File: src/rtl/door_motor_driver_if.sv
// Bundles the opener FSM's direction requests, the limit sensors and the
// motor driver's relay/status outputs into one connection.
interface door_motor_driver_if;
  logic       u;
  logic       d;
  logic       c;
  logic       o;
  logic       m_up;
  logic       m_dn;
  logic       brake;
  logic       fault;
  logic [2:0] MState;

  // Upstream side: supplies requests and sensors, observes the motor driver.
  modport master (
    output u, d, c, o,
    input  m_up, m_dn, brake, fault, MState
  );

  // Motor driver side.
  modport slave (
    input  u, d, c, o,
    output m_up, m_dn, brake, fault, MState
  );
endinterface

File: src/rtl/door_motor_driver.sv
// Garage-door motor relay driver. Turns up/down requests into relay drive
// with a brake, a forced dead time after every run, limit-switch cutoff and
// a sticky travel-timeout fault that only reset clears.
module door_motor_driver #(
  parameter int DEAD_TIME = 4,
  parameter int TIMEOUT   = 64
) (
  input logic                 clk,
  input logic                 r,
  door_motor_driver_if.slave  bus
);

  typedef enum logic [2:0] {
    IDLE   = 3'd0,
    RUN_UP = 3'd1,
    RUN_DN = 3'd2,
    DEAD   = 3'd3,
    FAULT  = 3'd4
  } state_t;

  localparam int MAX_COUNT = (TIMEOUT > DEAD_TIME) ? TIMEOUT : DEAD_TIME;
  localparam int CW        = $clog2(MAX_COUNT + 1);

  localparam logic [CW-1:0] RUN_LAST  = CW'(TIMEOUT - 1);
  localparam logic [CW-1:0] DEAD_LAST = CW'(DEAD_TIME - 1);

  state_t        r_state;
  state_t        w_nextState;
  logic [CW-1:0] r_cnt;
  logic          w_counting;

  logic          w_mUp;
  logic          w_mDn;
  logic          w_brake;
  logic          w_fault;

  // State and cycle counter; the counter restarts on every state change so
  // it always measures time spent in the current state.
  always_ff @(posedge clk) begin
    if (r) begin
      r_state <= IDLE;
      r_cnt   <= '0;
    end else begin
      r_state <= w_nextState;
      if (w_nextState != r_state) begin
        r_cnt <= '0;
      end else if (w_counting) begin
        r_cnt <= r_cnt + CW'(1);
      end
    end
  end

  // Next-state decision; a stop or limit condition is checked before the
  // timeout so a door reaching its limit on the last allowed cycle stops
  // cleanly instead of faulting. Simultaneous u and d never starts a run.
  always_comb begin
    w_nextState = r_state;
    w_counting  = 1'b0;
    case (r_state)
      IDLE: begin
        if (bus.u && !bus.d && !bus.o) begin
          w_nextState = RUN_UP;
        end else if (bus.d && !bus.u && !bus.c) begin
          w_nextState = RUN_DN;
        end
      end
      RUN_UP: begin
        w_counting = 1'b1;
        if (!bus.u || bus.d || bus.o) begin
          w_nextState = DEAD;
        end else if (r_cnt == RUN_LAST) begin
          w_nextState = FAULT;
        end
      end
      RUN_DN: begin
        w_counting = 1'b1;
        if (!bus.d || bus.u || bus.c) begin
          w_nextState = DEAD;
        end else if (r_cnt == RUN_LAST) begin
          w_nextState = FAULT;
        end
      end
      DEAD: begin
        w_counting = 1'b1;
        if (r_cnt == DEAD_LAST) begin
          w_nextState = IDLE;
        end
      end
      FAULT: begin
        w_nextState = FAULT;
      end
      default: begin
        w_nextState = IDLE;
      end
    endcase
  end

  // Moore output decode; the brake is engaged whenever neither relay is
  // driven, and the two relays come from disjoint states so they can never
  // be energised together.
  always_comb begin
    w_mUp   = 1'b0;
    w_mDn   = 1'b0;
    w_brake = 1'b1;
    w_fault = 1'b0;
    case (r_state)
      RUN_UP: begin
        w_mUp   = 1'b1;
        w_brake = 1'b0;
      end
      RUN_DN: begin
        w_mDn   = 1'b1;
        w_brake = 1'b0;
      end
      FAULT: begin
        w_fault = 1'b1;
      end
      default: begin
        w_mUp   = 1'b0;
      end
    endcase
  end

  assign bus.m_up   = w_mUp;
  assign bus.m_dn   = w_mDn;
  assign bus.brake  = w_brake;
  assign bus.fault  = w_fault;
  assign bus.MState = r_state;

endmodule

File: src/flat_wrapper.sv
// flat-port wrapper written by rule: the top's interface ports become plain ports
module door_motor_driver_flat 
#(
  parameter int DEAD_TIME = 4,
  parameter int TIMEOUT   = 64
)
  (clk, r, bus_u, bus_d, bus_c, bus_o, bus_m_up, bus_m_dn, bus_brake, bus_fault, bus_MState);
  door_motor_driver_if bus_i ();
  input logic clk;
  input logic r;
  input wire logic [$bits(bus_i.u)-1:0] bus_u;
  input wire logic [$bits(bus_i.d)-1:0] bus_d;
  input wire logic [$bits(bus_i.c)-1:0] bus_c;
  input wire logic [$bits(bus_i.o)-1:0] bus_o;
  output wire logic [$bits(bus_i.m_up)-1:0] bus_m_up;
  output wire logic [$bits(bus_i.m_dn)-1:0] bus_m_dn;
  output wire logic [$bits(bus_i.brake)-1:0] bus_brake;
  output wire logic [$bits(bus_i.fault)-1:0] bus_fault;
  output wire logic [$bits(bus_i.MState)-1:0] bus_MState;
  assign bus_i.u = bus_u;
  assign bus_i.d = bus_d;
  assign bus_i.c = bus_c;
  assign bus_i.o = bus_o;
  assign bus_m_up = bus_i.m_up;
  assign bus_m_dn = bus_i.m_dn;
  assign bus_brake = bus_i.brake;
  assign bus_fault = bus_i.fault;
  assign bus_MState = bus_i.MState;
  door_motor_driver #(.DEAD_TIME(DEAD_TIME), .TIMEOUT(TIMEOUT)) u_core (.clk(clk), .r(r), .bus(bus_i));
endmodule
File: config.mk
export PLATFORM = sky130hd
export DESIGN_NAME = door_motor_driver_flat
export DESIGN_NICKNAME = d
export VERILOG_FILES = /design/src/rtl/door_motor_driver_if.sv /design/src/rtl/door_motor_driver.sv /design/src/flat_wrapper.sv
export SDC_FILE = /design/constraint.sdc
export NUM_CORES = 1
export LEC_CHECK = 0
export CAP_MARGIN = 20
export CORE_AREA = 2 2 52 54
export DETAILED_ROUTE_END_ITERATION = 8
export DIE_AREA = 0 0 54 56
export SYNTH_ARGS = -nofsm -noshare
export SYNTH_HDL_FRONTEND = slang
export SYNTH_SLANG_ARGS = --single-unit
File: constraint.sdc
create_clock -name clk -period 1.9 [get_ports clk]
set_clock_uncertainty 0.2 [all_clocks]
set_input_delay 0.38 -clock clk [delete_from_list [all_inputs] [get_ports clk]]
set_output_delay 0.38 -clock clk [all_outputs]
set_load 0.05 [all_outputs]
Word level (Yosys, flattened, before mapping)
Index checks and enable logic that the tools add are counted.
{ "word_totals": {"input_bits": 6, "out_inout_bits": 7, "regBits": 10} }
{ "op_classes": {"mux": 12, "eq_ne": 7, "reduce_logical": 16, "n_addsub": 1} }
{ "ops": {"columns": ["cell", "n"], "rows": [
  ["2-to-1 mux 3 bit", 6],
  ["one-hot mux 3 bit (5 select lines)", 1],
  ["adder 7 x 1 -> 7 bit, second input constant", 1],
  ["== test 7 x 2 -> 1 bit, second input constant", 1],
  ["== test 7 x 6 -> 1 bit, second input constant", 1],
  ["== test 3 x 2 -> 1 bit, second input constant", 2],
  ["2-to-1 mux 1 bit", 5],
  ["logical AND 1 bit", 4],
  ["zero test 1 bit", 4],
  ["logical OR 1 bit", 4],
  ["OR reduction 2 bit", 2],
  ["== test 3 x 1 -> 1 bit, second input constant", 1],
  ["== test 3 bit, second input constant", 1],
  ["zero test 3 bit", 1],
  ["!= test 3 bit", 1],
  ["OR reduction 3 bit", 1]
]} }

Depth between registers and ports, before layout
Gate-level depths: netlist of the first run.
{ "logic_depth": {"ltp_word": 8, "ltp_mapped": 6} }

Least setup slack after synthesis of the first run
No wires, ideal clock.
{ "synth_timing": {"path_kind": "reg2out", "startpoint": "register u_core.r_state[1], in the netlist u_core.bus.MState[1]", "endpoint": "output port bus_brake", "path_stages_with_launch": 5, "slack_ps": -745, "arrival_time_ps": 2065, "required_ps": 1320, "path_buffers": 1, "cell_sequence": "dfxtp_1 -> buf_4 -> nand2b_4 -> nor2_1 -> nor2_1"} }
{ "synth_via": {"elab_chain_cells": 3, "word_cells_on_any_way": 4} }
{ "synth_lines": {"columns": ["item", "line_no", "source"], "rows": [
  ["start: declaration", "door_motor_driver.sv:27", "state_t r_state;"],
  ["start signal: assignment", "door_motor_driver.sv:44", "r_state <= w_nextState;"],
  ["== test 3 x 1 -> 1 bit / == test 3 x 2 -> 1 bit (equally long branches)", "door_motor_driver.sv:106", "case (r_state)"],
  ["OR reduction 2 bit (no line) (*)", null, null],
  ["2-to-1 mux 1 bit (*)", "door_motor_driver.sv:106", null],
  ["end: declaration", "flat_wrapper.sv:17", "output wire logic [$bits(bus_i.brake)-1:0] bus_brake;"]
]} }
Mark *: on every way between the ends. The rest lies on a longest branch, timed or not.

Final worst setup path of the first run
{ "layout_timing": {"startpoint": "register u_core.r_cnt[0]", "endpoint": "register u_core.r_cnt[3]"} }
{ "layout_via": {"elab_chain_cells": 6, "word_cells_on_any_way": 10} }
{ "layout_lines": {"columns": ["item", "line_no", "source"], "rows": [
  ["start: declaration", "door_motor_driver.sv:29", "logic [CW-1:0] r_cnt;"],
  ["start signal: assignment", "door_motor_driver.sv:48", "r_cnt <= r_cnt + CW'(1);"],
  ["== test 7 x 6 -> 1 bit", "door_motor_driver.sv:71, door_motor_driver.sv:79", null],
  ["2-to-1 mux 3 bit", "door_motor_driver.sv:71, door_motor_driver.sv:79", null],
  ["2-to-1 mux 3 bit (on tied branches)", "door_motor_driver.sv:77, door_motor_driver.sv:69", null],
  ["one-hot mux 3 bit (5 select lines)", "door_motor_driver.sv:59", "case (r_state)"],
  ["!= test 3 bit", "door_motor_driver.sv:45", "if (w_nextState != r_state) begin"],
  ["OR reduction 2 bit (no line)", null, null]
]} }
Several ways; a longest one is shown, not always the timed one.
A chain may end at the register's enable or synchronous reset.

==> results of run 1 <==
[power groups by stage]
stage	Combinational [W]	Clock, W	Sequential (W)
floorplan	0.000234	0	0.000279
global placement	0.000375	0	0.000278
detailed placement	0.000381	0	0.000280
CTS	0.000382	0.000155	0.000275
global route	0.000426	0.000171	0.000280
finish	0.000403	0.000148	0.000276
[worst register-to-register path, stage by stage (launching register included)]
cell	delay [ps]
dfxtp_1	350
ha_1	230
nor2b_1	160
a31o_1	240
o221a_4	310
nor4_1	280
[kinds of logic after synthesis]
kind of cell / after synthesis / synth area share (%)
xor+xnor: 6 / 7.53
buf+inv: 5 / 4.84
mux: 2 / 3.05
fa+ha+maj: 1 / 1.79
simple gates: 40 / 36.2
compound gates: 14 / 17.9
flops: 10 / 28.7
[state kept, by name (all words and copies together) (netlist names)]
name               cells
u_core.r_cnt           7
u_core.bus.MState      3
[metrics by stage]
step                power (W)  cell area (µm²)
finish               0.000827             1020
CTS                  0.000812              986
floorplan            0.000513              733
detailed placement   0.000660              960
global placement     0.000654              960
global route         0.000877             1020
[cell usage in the layout, fill, tap and decap left out, types with 2 or more instances in the layout]
master,netlist,layout
nor2_4,0,2
inv_1,2,2
nor4_1,7,5
nand2_1,2,2
nor4_2,1,2
xor2_1,5,5
dfxtp_1,10,7
o21a_1,3,3
clkbuf_4,0,3
clkdlybuf4s50_1,0,5
nand4_1,4,4
buf_12,0,6
nor3_1,3,2
nor2_1,9,7
dfxtp_4,0,2
nor2b_1,3,3
buf_4,2,6
[final cells by class]
type | count | area, µm² | share of cell area, %
multi-input cells | 63 | 526 | 51.5
repair buffers | 17 | 215 | 21.1
flip-flops and latches | 10 | 209 | 20.5
well taps | 30 | 37.5 | 3.68
clock buffers | 4 | 26.3 | 2.57
inverters | 2 | 7.51 | 0.735
[routing by layer]
metal  global-route usage [%]  vias to the layer above
met2                     18.6                       18
met3                     3.23                        0
met1                     15.6                      304
li1                         -                      331
met4                     2.14                        0
met5                        0                        -
[worst min-delay path by stage]
stage	endpoint	slack (ps)	depth (start not counted)
final	u_core.r_cnt[6]$_SDFFE_PP0P_	370	2
after global routing	u_core.r_cnt[6]$_SDFFE_PP0P_	390	2
after CTS	u_core.r_cnt[6]$_SDFFE_PP0P_	370	2
after detailed placement	u_core.r_cnt[6]$_SDFFE_PP0P_	350	2
after global placement	u_core.r_cnt[6]$_SDFFE_PP0P_	350	2
after floorplan	u_core.bus.MState[2]$_SDFF_PP0_	240	1
[Yosys cell counts, types with 2 or more instances]
cell,count
dfxtp_1,10
xor2_1,5
nand4_1,4
nor3_1,3
nor4_1,7
o21a_1,3
inv_1,2
nand2_1,2
nor2b_1,3
buf_4,2
nor2_1,9
and2_1,2
and3_1,2
==> impl_metrics.toml, run 1 <==
[global_routing]
grt_usage_pct = 11.7
grt_pass1_vias = 596
grt_pass1_wl_um = 2690
overflow = 0
grt_antenna_before_repair = 0
grt_max_degree = 13

[setup_path]
r2r_slack_ps = 40
critPathLaunch = "u_core.r_cnt[0]$_SDFFE_PP0P_"
crit_fanout = 7
cp.depth = 5
crit_required_ps = 1860
crit_path_start_kind = "register"
critical-path-slowest-cell = "dfxtp_1"
critPathArrivalTime_ps = 1820
r2r_end = "u_core.r_cnt[3]$_SDFFE_PP0P_"
rr_worst_depth = 5
crit_chain = "ha_1 -> nor2b_1 -> a31o_1 -> o221a_4 -> nor4_1"
worstSetupPathType = "reg2reg"
endpoint_kind = "register"
rr_startpoint = "u_core.r_cnt[0]$_SDFFE_PP0P_"
crit_family = "compound AO/OA/AOI/OAI gates"
endpoint = "u_core.r_cnt[3]$_SDFFE_PP0P_"
crit_buf_inv = 0
max_stage_delay_ps = 350

[floorplanning]
dieArea_um2 = 3020
core_area_um2 = 2430
die_h_um = 56
start_util_pct = 28.7
die_w_um = 54
std_cell_rows = 18
boundaryPins = 13

[sta]
whs_ps = 366
fin_crit_ps = 1860
max_freq_ghz = 0.537
maxSlewHeadroom_pct = 67.2
hold_viol_final = 0
period_share_pct = 98.0
setup_viol = 0
final_max_slew_viol_count = 0
layout_setup_ws_ps = 38.6
final.setup.tns_ps = 0
rsz0062_at_grt = "true"
worst_pin_slew_ps = 491

[cts]
ctsHoldBuffers = 0
clock_latency_ps = 260
cts_max_path_buffers = 2
cts_htree_levels = 1
cts_tree = "yes"
cts_root_buf = "clkbuf_4"
cts_buffers = 3
cts_resized = 0
cts.clk_slew.worst_paths_ps = 60
cts_setup_buffers = 0
cts.sinks = 10

[synth]
ys_warn_count = 0
yosysTopAreaCellShare_pct = 28.7
synth_area_um2 = 698
netlist_instances = 78
synth_edf_count = 0
synth.distinct_cells = 37
synth_seq_area_share_pct = 28.7
synth.area.top_cells = "dfxtp_1 (29%), nor4_1 (6.3%), xor2_1 (6.3%)"
synth_ff_type = "dfxtp_1"
yosys.area.top_type = "dfxtp_1"
synth-async-reset-ratio_pct = 0
synth_nets = 85
syn_area_per_cell_um2 = 8.95
synth_seq_cells = 10

[power_and_ir_drop]
vdd_drop_max_mv = 0.480
power.internal_w = 0.000497
clockPowerShare_pct = 17.8
p_sw_share_pct = 39.9
combPwrFrac_pct = 48.7
power_frac_seq_pct = 33.4
p_sw_w = 0.000330
power.density_nw_per_um2 = 810
p_leak_nw = 0.368

[drt]
wl_um = 1610
met1_length_um = 770
post-route-drc-count = 0
routedWlPerCell_um = 12.8
first_iter_violations = 11
routed.top_layer = "met3"
met3_wirelength_um = 74
firstDrtPassIters = 4
num_vias = 653
via_per_inst = 5.18
wl_met2_um = 764
ant_nets = 0

[cells_and_area]
n_antenna_cell = 0
fillerInstances = 247
utilization_pct = 42.0
final_layout_size_suffix_gt1_share_pct = 35.4
stdcell_count = 126
final_nets = 104
area_growth_pct = 46.2

[placement]
gp_congestion = 0.879
dp_hpwl_um = 1250
placedCellCount = 122
dpl_worst_slack_ps = -242
portBuffers = 12

[hold_path]
hold_path.class = "reg2reg"
hp-start = "u_core.r_cnt[6]$_SDFFE_PP0P_"

[run_status]
status = "finished, final reports clean"

[flow_run]
max_cap_viol_count = 0
Note: power is estimated with default switching activity, not from simulation.
==> inputs of run 2 (changes only) <==
--- a/config.mk
+++ b/config.mk
@@ -7,8 +7,10 @@
 export LEC_CHECK = 0
 export CAP_MARGIN = 20
 export CORE_AREA = 2 2 52 54
+export CTS_BUF_LIST = sky130_fd_sc_hd__clkbuf_4 sky130_fd_sc_hd__clkbuf_8
 export DETAILED_ROUTE_END_ITERATION = 8
 export DIE_AREA = 0 0 54 56
+export GPL_TIMING_DRIVEN = 1
 export SYNTH_ARGS = -nofsm -noshare
 export SYNTH_HDL_FRONTEND = slang
 export SYNTH_SLANG_ARGS = --single-unit
==> run 2 against run 1 <==
Clock-buffer cell count stayed put. Die area stayed put. Final cell count is 0.79% higher. Largest cell class unchanged. Critical path type is now in2reg.
==> impl_metrics.toml, run 2 (synthesis gave the netlist of run 1 again) <==
[run_status]
status = "finished, final reports clean"

[sta]
whs_ps = 364
final_max_slew_viol_count = 0
fin_crit_ps = 1840
layout_setup_ws_ps = 60.6
worst_pin_slew_ps = 322
setup_viol = 0
final.setup.tns_ps = 0
rsz0062_at_grt = "false"
maxSlewHeadroom_pct = 78.5
hold_viol_final = 0
period_share_pct = 96.8
max_freq_ghz = 0.544

[drt]
routedWlPerCell_um = 13.5
ant_nets = 0
wl_um = 1710
first_iter_violations = 11
firstDrtPassIters = 4
via_per_inst = 5.31
post-route-drc-count = 0
num_vias = 675

[floorplanning]
std_cell_rows = 18
die_w_um = 54
start_util_pct = 28.7
core_area_um2 = 2430
die_h_um = 56
dieArea_um2 = 3020
boundaryPins = 13

[cells_and_area]
stdcell_count = 127
regArea_um2 = 210
final_nets = 105
multi_input_area_um2 = 559
largest_register_ffs = 7
layout_common_cells = "nor2_1 (7), buf_12 (7), buf_4 (6), dfxtp_1 (6)"
fillerInstances = 238
regMostFlops = "u_core.r_cnt"
final_layout_size_suffix_gt1_share_pct = 42.3
n_antenna_cell = 0
area_growth_pct = 54.7

[global_routing]
grt_pass1_vias = 602
grt_pass1_wl_um = 2710
grt_max_degree = 13
grt_antenna_before_repair = 0
grt_usage_pct = 11.8
overflow = 0

[setup_path]
crit_fanout = 6
endpoint_kind = "register"
crit_family = "buffers and inverters"
max_stage_delay_ps = 500
critical-path-slowest-cell = "clkdlybuf4s50_1"
crit_chain = "clkdlybuf4s50_1 -> and4bb_1 -> mux2_2 -> a211oi_1 -> o31a_1"
worstSetupPathType = "in2reg"
rr_startpoint = "u_core.r_cnt[0]$_SDFFE_PP0P_"
crit_required_ps = 1900
critPathLaunch = "bus_u"
critPathArrivalTime_ps = 1840
crit_path_start_kind = "primary input"
crit_buf_inv = 1

[placement]
placedCellCount = 122
gp_congestion = 0.879
dp_hpwl_um = 1250
portBuffers = 12
dpl_worst_slack_ps = -242

[power_and_ir_drop]
p_leak_nw = 0.395
power.density_nw_per_um2 = 804
vdd_drop_max_mv = 0.471

[cts]
cts_root_buf = "clkbuf_4"
cts_htree_levels = 1
cts.clk_slew.worst_paths_ps = 70
cts_tree = "yes"
cts_max_path_buffers = 2
cts_buffers = 3
cts.sinks = 10
clock_latency_ps = 260

[hold_path]
hold_path.class = "reg2reg"
hp-start = "u_core.r_cnt[6]$_SDFFE_PP0P_"

[flow_run]
max_cap_viol_count = 0
[run 2: power by group]
| group | internal [W] | switching, W | leakage, nW | total [W] |
|---|---|---|---|---|
| clock network | 0.0000952 | 0.0000687 | 0.0184 | 0.000164 |
| registers | 0.000231 | 0.0000472 | 0.0833 | 0.000278 |
| logic | 0.000200 | 0.000226 | 0.293 | 0.000426 |
[run 2: what timing repair did]
action                                  CTS  global route
buffers inserted                          0             1
endpoints found under the setup margin    0             8
hold buffers                              0             0
gates resized for setup                   0            13
[run 2: per-stage QoR]
stage	area (µm²)	utilization (%)	total power (W)
after global routing	1080	44.4	0.000918
after floorplan	733	-	0.000513
after detailed placement	960	39.5	0.000660
final	1080	44.4	0.000868
after global placement	960	39.5	0.000654
after CTS	990	40.7	0.000826
[run 2: area by class of cell]
class	instances	share of cell area, %
clock buffers	4	2.78
inverters	2	0.695
multi-input cells	63	51.8
flip-flops and latches	10	19.5
well taps	30	3.48
repair buffers	18	21.8
[run 2: tightest hold or removal path, stage by stage (launching register included)]
cell     delay [ps]
dfxtp_1         320
xor2_1          150
nor4_1           50
[run 2: layer usage]
metal	GRT usage, %	wire [µm]	part of all wire, %	up-vias
met5	0	0	0	-
met1	15.6	792	46	318
li1	-	-	-	337
met3	3.23	99	5.8	2
met4	2.14	4	0.23	0
met2	18.8	813	48	18
[run 2: path summary, 6_finish.rpt]
check,endpoint,slack (ps),cells after the start
max,u_core.bus.MState[1]$_SDFF_PP0_,60,5
min reg2reg,u_core.r_cnt[6]$_SDFFE_PP0P_,360,2
max reg2reg,u_core.r_cnt[3]$_SDFFE_PP0P_,60,5
min,u_core.r_cnt[6]$_SDFFE_PP0P_,360,2
==> inputs of run 3 (changes only) <==
--- a/config.mk
+++ b/config.mk
@@ -5,9 +5,9 @@
 export SDC_FILE = /design/constraint.sdc
 export NUM_CORES = 1
 export LEC_CHECK = 0
-export CAP_MARGIN = 20
 export CORE_AREA = 2 2 52 54
 export CTS_BUF_LIST = sky130_fd_sc_hd__clkbuf_4 sky130_fd_sc_hd__clkbuf_8
+export CTS_CLUSTER_SIZE = 20
 export DETAILED_ROUTE_END_ITERATION = 8
 export DIE_AREA = 0 0 54 56
 export GPL_TIMING_DRIVEN = 1
==> results of run 3 <==
No change in the layout: final DEF, timing and power equal those of run 2.
